--- src/rtl/mem_access_unit.sv ---
`default_nettype none
// ============================================================================
// Module      : mem_access_unit
// Description : Multicycle-CPU memory access sequencer. It issues one fetch,
//               load or store at a time, with an error path and a timeout,
//               and holds the IR/MDR registers.
// Revision    : 1.0
// ============================================================================
module mem_access_unit (
    input  logic        clk,
    input  logic        rst,
    input  logic        acc_req,
    input  logic        IorD,
    input  logic        MemWrite,
    input  logic [31:0] pc,
    input  logic [31:0] alu_out,
    input  logic [31:0] wdata,
    output logic        m_valid,
    output logic [31:0] m_addr,
    output logic        m_we,
    output logic [31:0] m_wdata,
    input  logic        m_ready,
    input  logic [31:0] m_rdata,
    output logic        acc_done,
    output logic        acc_err,
    output logic        busy,
    output logic [31:0] ir,
    output logic [31:0] mdr,
    output logic [5:0]  opcode,
    output logic [5:0]  funct,
    output logic [4:0]  rs,
    output logic [4:0]  rt,
    output logic [4:0]  rd,
    output logic [4:0]  shamt,
    output logic [15:0] imm16,
    output logic [25:0] jtarget
);

    typedef enum logic [1:0] {
        ST_IDLE = 2'd0,
        ST_WAIT = 2'd1,
        ST_DONE = 2'd2
    } state_t;

    // Counter value on the 255th WAIT cycle; a miss here is the timeout.
    localparam logic [7:0] C_CNT_LAST = 8'd254;

    state_t      r_state_q, w_state_d;
    logic [31:0] r_addr_q,  w_addr_d;
    logic        r_we_q,    w_we_d;
    logic [31:0] r_wdata_q, w_wdata_d;
    logic        r_iord_q,  w_iord_d;
    logic        r_err_q,   w_err_d;
    logic [7:0]  r_cnt_q,   w_cnt_d;
    logic [31:0] r_ir_q,    w_ir_d;
    logic [31:0] r_mdr_q,   w_mdr_d;

    logic [31:0] w_sel_addr;
    logic        w_illegal;

    assign w_sel_addr = IorD ? alu_out : pc;
    assign w_illegal  = (w_sel_addr[1:0] != 2'b00) || (!IorD && MemWrite);

    always_comb begin
        w_state_d = r_state_q;
        w_addr_d  = r_addr_q;
        w_we_d    = r_we_q;
        w_wdata_d = r_wdata_q;
        w_iord_d  = r_iord_q;
        w_err_d   = r_err_q;
        w_cnt_d   = r_cnt_q;
        w_ir_d    = r_ir_q;
        w_mdr_d   = r_mdr_q;

        case (r_state_q)
            ST_IDLE: begin
                if (acc_req) begin
                    w_addr_d  = w_sel_addr;
                    w_we_d    = MemWrite;
                    w_wdata_d = wdata;
                    w_iord_d  = IorD;
                    w_cnt_d   = 8'd0;
                    w_err_d   = w_illegal;
                    w_state_d = w_illegal ? ST_DONE : ST_WAIT;
                end
            end
            ST_WAIT: begin
                if (m_ready) begin
                    w_err_d   = 1'b0;
                    w_state_d = ST_DONE;
                    if (!r_we_q) begin
                        if (r_iord_q) w_mdr_d = m_rdata;
                        else          w_ir_d  = m_rdata;
                    end
                end else begin
                    w_cnt_d = r_cnt_q + 8'd1;
                    if (r_cnt_q == C_CNT_LAST) begin
                        w_err_d   = 1'b1;
                        w_state_d = ST_DONE;
                    end
                end
            end
            ST_DONE: begin
                w_state_d = ST_IDLE;
            end
            default: begin
                w_state_d = ST_IDLE;
            end
        endcase
    end

    always_ff @(posedge clk) begin
        if (rst) begin
            r_state_q <= ST_IDLE;
            r_addr_q  <= 32'd0;
            r_we_q    <= 1'b0;
            r_wdata_q <= 32'd0;
            r_iord_q  <= 1'b0;
            r_err_q   <= 1'b0;
            r_cnt_q   <= 8'd0;
            r_ir_q    <= 32'd0;
            r_mdr_q   <= 32'd0;
        end else begin
            r_state_q <= w_state_d;
            r_addr_q  <= w_addr_d;
            r_we_q    <= w_we_d;
            r_wdata_q <= w_wdata_d;
            r_iord_q  <= w_iord_d;
            r_err_q   <= w_err_d;
            r_cnt_q   <= w_cnt_d;
            r_ir_q    <= w_ir_d;
            r_mdr_q   <= w_mdr_d;
        end
    end

    assign m_valid  = (r_state_q == ST_WAIT);
    assign m_addr   = r_addr_q;
    assign m_we     = r_we_q & m_valid;
    assign m_wdata  = r_wdata_q;
    assign acc_done = (r_state_q == ST_DONE);
    assign acc_err  = r_err_q & acc_done;
    assign busy     = (r_state_q != ST_IDLE);

    assign ir      = r_ir_q;
    assign mdr     = r_mdr_q;
    assign opcode  = r_ir_q[31:26];
    assign rs      = r_ir_q[25:21];
    assign rt      = r_ir_q[20:16];
    assign rd      = r_ir_q[15:11];
    assign shamt   = r_ir_q[10:6];
    assign funct   = r_ir_q[5:0];
    assign imm16   = r_ir_q[15:0];
    assign jtarget = r_ir_q[25:0];

endmodule
`default_nettype wire

--- config.mk ---
export PLATFORM = sky130hd
export DESIGN_NAME = mem_access_unit
export DESIGN_NICKNAME = d
export VERILOG_FILES = /design/src/rtl/mem_access_unit.sv
export SDC_FILE = /design/constraint.sdc
export NUM_CORES = 1
export LEC_CHECK = 0
export BUFFER_PORTS_ARGS = -buffer_cell sky130_fd_sc_hd__buf_4
export CELL_PAD_IN_SITES_DETAIL_PLACEMENT = 0
export CELL_PAD_IN_SITES_GLOBAL_PLACEMENT = 1
export CORE_ASPECT_RATIO = 1.75
export CORE_UTILIZATION = 27
export DETAILED_ROUTE_END_ITERATION = 6
export PLACE_DENSITY_LB_ADDON = 0.1
export REMOVE_ABC_BUFFERS = 1
export SETUP_SLACK_MARGIN = 0.1
export SLEW_MARGIN = 5
export SYNTH_ARGS = -nofsm -noshare
export SYNTH_HDL_FRONTEND = slang
export SYNTH_SLANG_ARGS = --single-unit
--- constraint.sdc ---
create_clock -name clk -period 1.68 [get_ports clk]
set_clock_uncertainty 0.15 [all_clocks]
set_input_delay 0.168 -clock clk [delete_from_list [all_inputs] [get_ports clk]]
set_output_delay 0.168 -clock clk [all_outputs]
set_load 0.02 [all_outputs]
# Yosys cells after proc, flatten, opt, wreduce, memory -nomap -nowiden
# Cells that the tools add are included.
# Widths: inputs -> output; s select.
[word_totals] regBits=141 input_bits=134 output_inout_bits=207 wordCells=46
[classes] addsub=1 n_eq_ne=6 muxes=13 bitwise=4 n_reduce_logical=13
[op_table] op="$mux 32" count=1
[op_table] op="$mux 8" count=2
[op_table] op="$pmux 8 s2" count=1
[op_table] op="$add 8x1->8 const B" count=1
[op_table] op="$eq 8x8->1 const B" count=1
[op_table] op="$mux 2" count=4
[op_table] op="$reduce_and 4->1" count=2
[op_table] op="$reduce_and 3->1" count=2
[op_table] op="$reduce_bool 2->1" count=3
[op_table] op="$ne 2x2->1 const B" count=2
[op_table] op="$pmux 2 s2" count=1
[op_table] op="$reduce_and 2->1" count=2
[op_table] op="$mux 1" count=3
[op_table] op="$ne 3x1->1 const B" count=1
[op_table] op="$and 1x1->1" count=2
[op_table] op="$eq 2x1->1 const B" count=1
[op_table] op="$eq 2x2->1 const B" count=1
[op_table] op="$logic_not 2->1" count=1
[op_table] op="$not 1->1" count=2
[op_table] op="$pmux 1 s2" count=1
[op_table] op="$logic_and 1x1->1" count=1
[op_table] op="$logic_not 1->1" count=1
[op_table] op="$logic_or 1x1->1" count=1

# Depth between registers and ports, before layout
[depth] depth_word=6 mapped_depth=7 depth_no_buf=5

# Least setup slack after synthesis
# Ideal clock, no wire load.
[synth_path] kind="register to register" start="register r_state_q[0]" end="register r_mdr_q[10] (netlist: mdr[10])" setup_ps=132 arrival_time_ps=1294 required_ps=1398 slack_ps=104 stages_incl_launch_ff=8 n_path_buf=3 synth_period_minus_slack_ps=1576 cell_sequence="dfxtp_1 buf_4 nand3b_2 or3b_1 clkbuf_1 buf_2 nand2_1 a21oi_1"
[synth_via] elab_chain_len=2
[synth_lines] element="from (decl)" line_no="48" source="state_t r_state_q, w_state_d;"
[synth_lines] element="from (signal assigned)" line_no="124" source="r_state_q <= w_state_d;"
[synth_lines] element="$eq 2x1->1" line_no="75" source="case (r_state_q)"
[synth_lines] element="$reduce_and 4->1 (no line)"
[synth_lines] element="to (signal assigned)" line_no="132" source="r_mdr_q <= w_mdr_d;"
[synth_lines] element="to (decl)" line_no="56" source="logic [31:0] r_mdr_q, w_mdr_d;"
# No other way between the ends.
# A chain may end at the register's enable or synchronous reset.

# Worst setup path in the final report
[layout_path] start="register r_state_q[1]" end="output port m_we"
[layout_via] elab_chain_len=2
[layout_lines] element="$eq 2x1->1" line_no="136" source="assign m_valid = (r_state_q == ST_WAIT);"
[layout_lines] element="$and 1x1->1" line_no="138" source="assign m_we = r_we_q & m_valid;"
[layout_lines] element="to (decl)" line_no="20" source="output logic m_we,"
# No other way between the ends.

==> results.json <==
{
  "grt_pass1_wl_um": 31800,
  "fin_crit_ps": 1640,
  "wl_um": 22700,
  "grt_pass1_vias": 5914,
  "status": "complete, but fails checks",
  "drt.antenna.violating_nets": 0,
  "syn_area_per_cell_sq_um": 8.27,
  "irDropWorstVdd_v": 0.000423,
  "portBuffers": 340,
  "ys_seq_area_share_pct": 47.5,
  "required_ps": 1360,
  "hp-start": "pc[0]",
  "min_path_cells": 4,
  "slew_headroom_pct": 71.7,
  "routedWlPerCell_um": 15.8,
  "place_congestion": 0.735,
  "yosys_warnings": 0,
  "numCtsBuffers": 17,
  "reg2reg_depth": 6,
  "cellLeakagePower_nw": 5.14,
  "overflow": 0,
  "cts.htree.levels": 4,
  "rsz0062_at_grt": "true",
  "initial_utilization_pct": 27.5,
  "clock_latency_ps": 420,
  "route.vias.total": 6370,
  "drcViolationCount": 0,
  "dp_slack_ps": 68.6,
  "crit_fanout": 5,
  "antenna_found_initial": 0,
  "grt_max_degree": 65,
  "timing.rr.end": "m_addr[31]",
  "layout.cells.non_filler": 1440,
  "rows": 71,
  "hpwl_um": 14200,
  "cts_tree": "built",
  "syn_inst": 719,
  "dieHeight_um": 198,
  "rrSetupSlack_ps": 50,
  "clkSlewWorstSetupHoldPaths_ps": 60,
  "holdWs_ps": -9.95,
  "viasPerCell": 4.42,
  "r2r-start": "r_state_q[1]",
  "ios": 341,
  "hold_violations": 1,
  "nNetsFinal": 1271,
  "dieWidth_um": 114,
  "hold_class": "primary input to flip-flop",
  "synth_edf_count": 0,
  "synth.ff_latch_count": 141,
  "drt_iter0_drc": 199,
  "synth_largest_area_cell": "dfxtp_1",
  "synth_area_leaders": "dfxtp_1 47%, nand2_1 13%, buf_4 9.6%",
  "total_power_mw": 9.49,
  "cts_root_buffer": "clkbuf_16",
  "ys_types": 35,
  "firstDrtPassIters": 4,
  "async_flop_share_pct": 0,
  "worst_slack_ps": 41.3,
  "die-area_sq_um": 22600,
  "synthToLayoutAreaGrowth_pct": 96.1,
  "final_core_util_pct": 54.0,
  "diodes": 0,
  "max_freq_ghz": 0.610,
  "clock-sinks": 141,
  "min_period_over_period_pct": 97.5,
  "synth_top_area_share_pct": 47.5,
  "violations": "hold timing",
  "worst_setup_path_start_kind": "flip-flop",
  "slew_violations": 0,
  "worst_pin_slew_ps": 421,
  "critical_path_class": "flip-flop to output pin",
  "fp.coreArea_sq_um": 21600,
  "netlist_area_sq_um": 5950,
  "dp_cells": 1250,
  "pwr_density_cell_nw_per_um2": 814,
  "setup_viol_count_final": 0,
  "holdPathEnd": "r_state_q[0]",
  "fillCellCount": 2056,
  "ys.flop_type": "dfxtp_1",
  "drive_gt1_share_pct": 51.2,
  "clk_path_buf_depth": 2,
  "maxCapViolations": 0,
  "cp.arrival_ps": 1320,
  "endpoint_kind": "output pin",
  "grt_util_all_layers_pct": 18.5
}
## worst max path at each step
| stage | start | to | slack [ps] |
|---|---|---|---|
| 2_1_floorplan | r_state_q[1] | r_err_q | -2680 |
| 3_3_place_gp | r_state_q[1] | m_wdata[11] | 90 |
| 3_5_place_dp | r_state_q[1] | mdr[1] | 70 |
| 4_1_cts | r_state_q[0] | m_wdata[6] | 40 |
| 5_1_grt | r_state_q[1] | m_addr[11] | -20 |
| 6_report | r_state_q[1] | m_we | 40 |
## area by class of cell
cell class                      count  area (sq um)  area share [%]
Clock buffer                       22           454            3.90
Clock inverter                     10           164            1.41
Inverter                            4          15.0           0.129
Multi-Input combinational cell    450          3090            26.5
Sequential cell                   141          2830            24.3
Tap cell                          292           365            3.13
Timing Repair Buffer              521          4740            40.7
## layout by cell type, fill, tap and decap left out, types with 2 or more instances in the layout
cell type,count
a21oi_2,28
nand2_2,36
a21oi_1,74
mux2i_1,32
clkinv_2,2
nand2_4,23
nor2_2,17
nor2_1,8
xnor2_1,5
nor2_4,18
buf_6,17
clkinv_4,3
nand2_1,143
a2111oi_4,2
nor3b_4,2
inv_1,4
dfxtp_4,2
buf_12,15
dlygate4sd3_1,127
nor3b_1,2
nand3_1,2
a211oi_2,27
dfxtp_1,139
buf_4,348
ha_1,2
clkbuf_16,26
clkbuf_1,4
a211oi_1,7
bufinv_16,4
buf_16,4
## cell families (layout without fill, tap and decap cells)
kind of cell | after synthesis | in the layout | share of synthesized area, %
simple gates | 266 | 266 | 18.3
compound gates | 144 | 144 | 14.2
flops | 141 | 141 | 47.5
buf+inv | 128 | 557 | 13.4
mux | 32 | 32 | 5.39
xor+xnor | 6 | 6 | 0.884
fa+ha+maj | 2 | 2 | 0.421
## critical path, cell delays in order, from the launching register on
cell and delay (ps):
dfxtp_4 360, buf_4 140, nor2b_4 130, and2_4 160
buf_6 110
## metal layers
layer | global-route usage, % | wire [um] | vias to the layer above
met1 | 18.9 | 8160 | 2937
met2 | 35.4 | 12700 | 275
met4 | 6.49 | 420 | 0
met3 | 4.59 | 1420 | 23
li1 | - | - | 3135
met5 | 0 | 0 | -
## repair_timing
action | in CTS | in global routing
setup buffers | 8 | 6
setup endpoints to repair | 80 | 143
hold buffers | 126 | 1
gates resized for setup | 22 | 210
hold endpoints to repair | 130 | 1
pin swaps | 5 | 84
cloned | 5 | 12
## through the flow
step / cell area (sq um) / setup TNS [ps]
after detailed placement: 8420 / 0
final: 11700 / 0
after floorplan: 5160 / -193430
after global placement: 8420 / 0
after global routing: 11700 / -176
after CTS: 10600 / 0
## power breakdown
part / switching (mW) / internal [mW] / leakage (nW)
clock network: 1.48 / 2.53 / 0.298
registers: 0.113 / 3.48 / 1.15
logic: 0.860 / 1.02 / 3.69
## Yosys cell counts (2+ instances only)
master / number
nor2_1: 43
buf_2: 25
a21oi_1: 102
nand2_1: 202
o21ai_0: 2
dfxtp_1: 141
ha_1: 2
nor3b_2: 2
inv_1: 4
xnor2_1: 5
and2_1: 2
buf_4: 76
clkbuf_1: 22
nand3_1: 2
a211oi_1: 34
a2111oi_2: 2
nor2b_1: 2
mux2i_1: 32
nor3b_1: 3
## registers in the layout, indices dropped and copies added, names as in the netlist
signal / flops
ir: 32
r_state_q: 2
r_we_q: 1
r_iord_q: 1
r_err_q: 1
m_addr: 32
mdr: 32
r_cnt_q: 8
m_wdata: 32
Power figures use the tool's default switching activity.
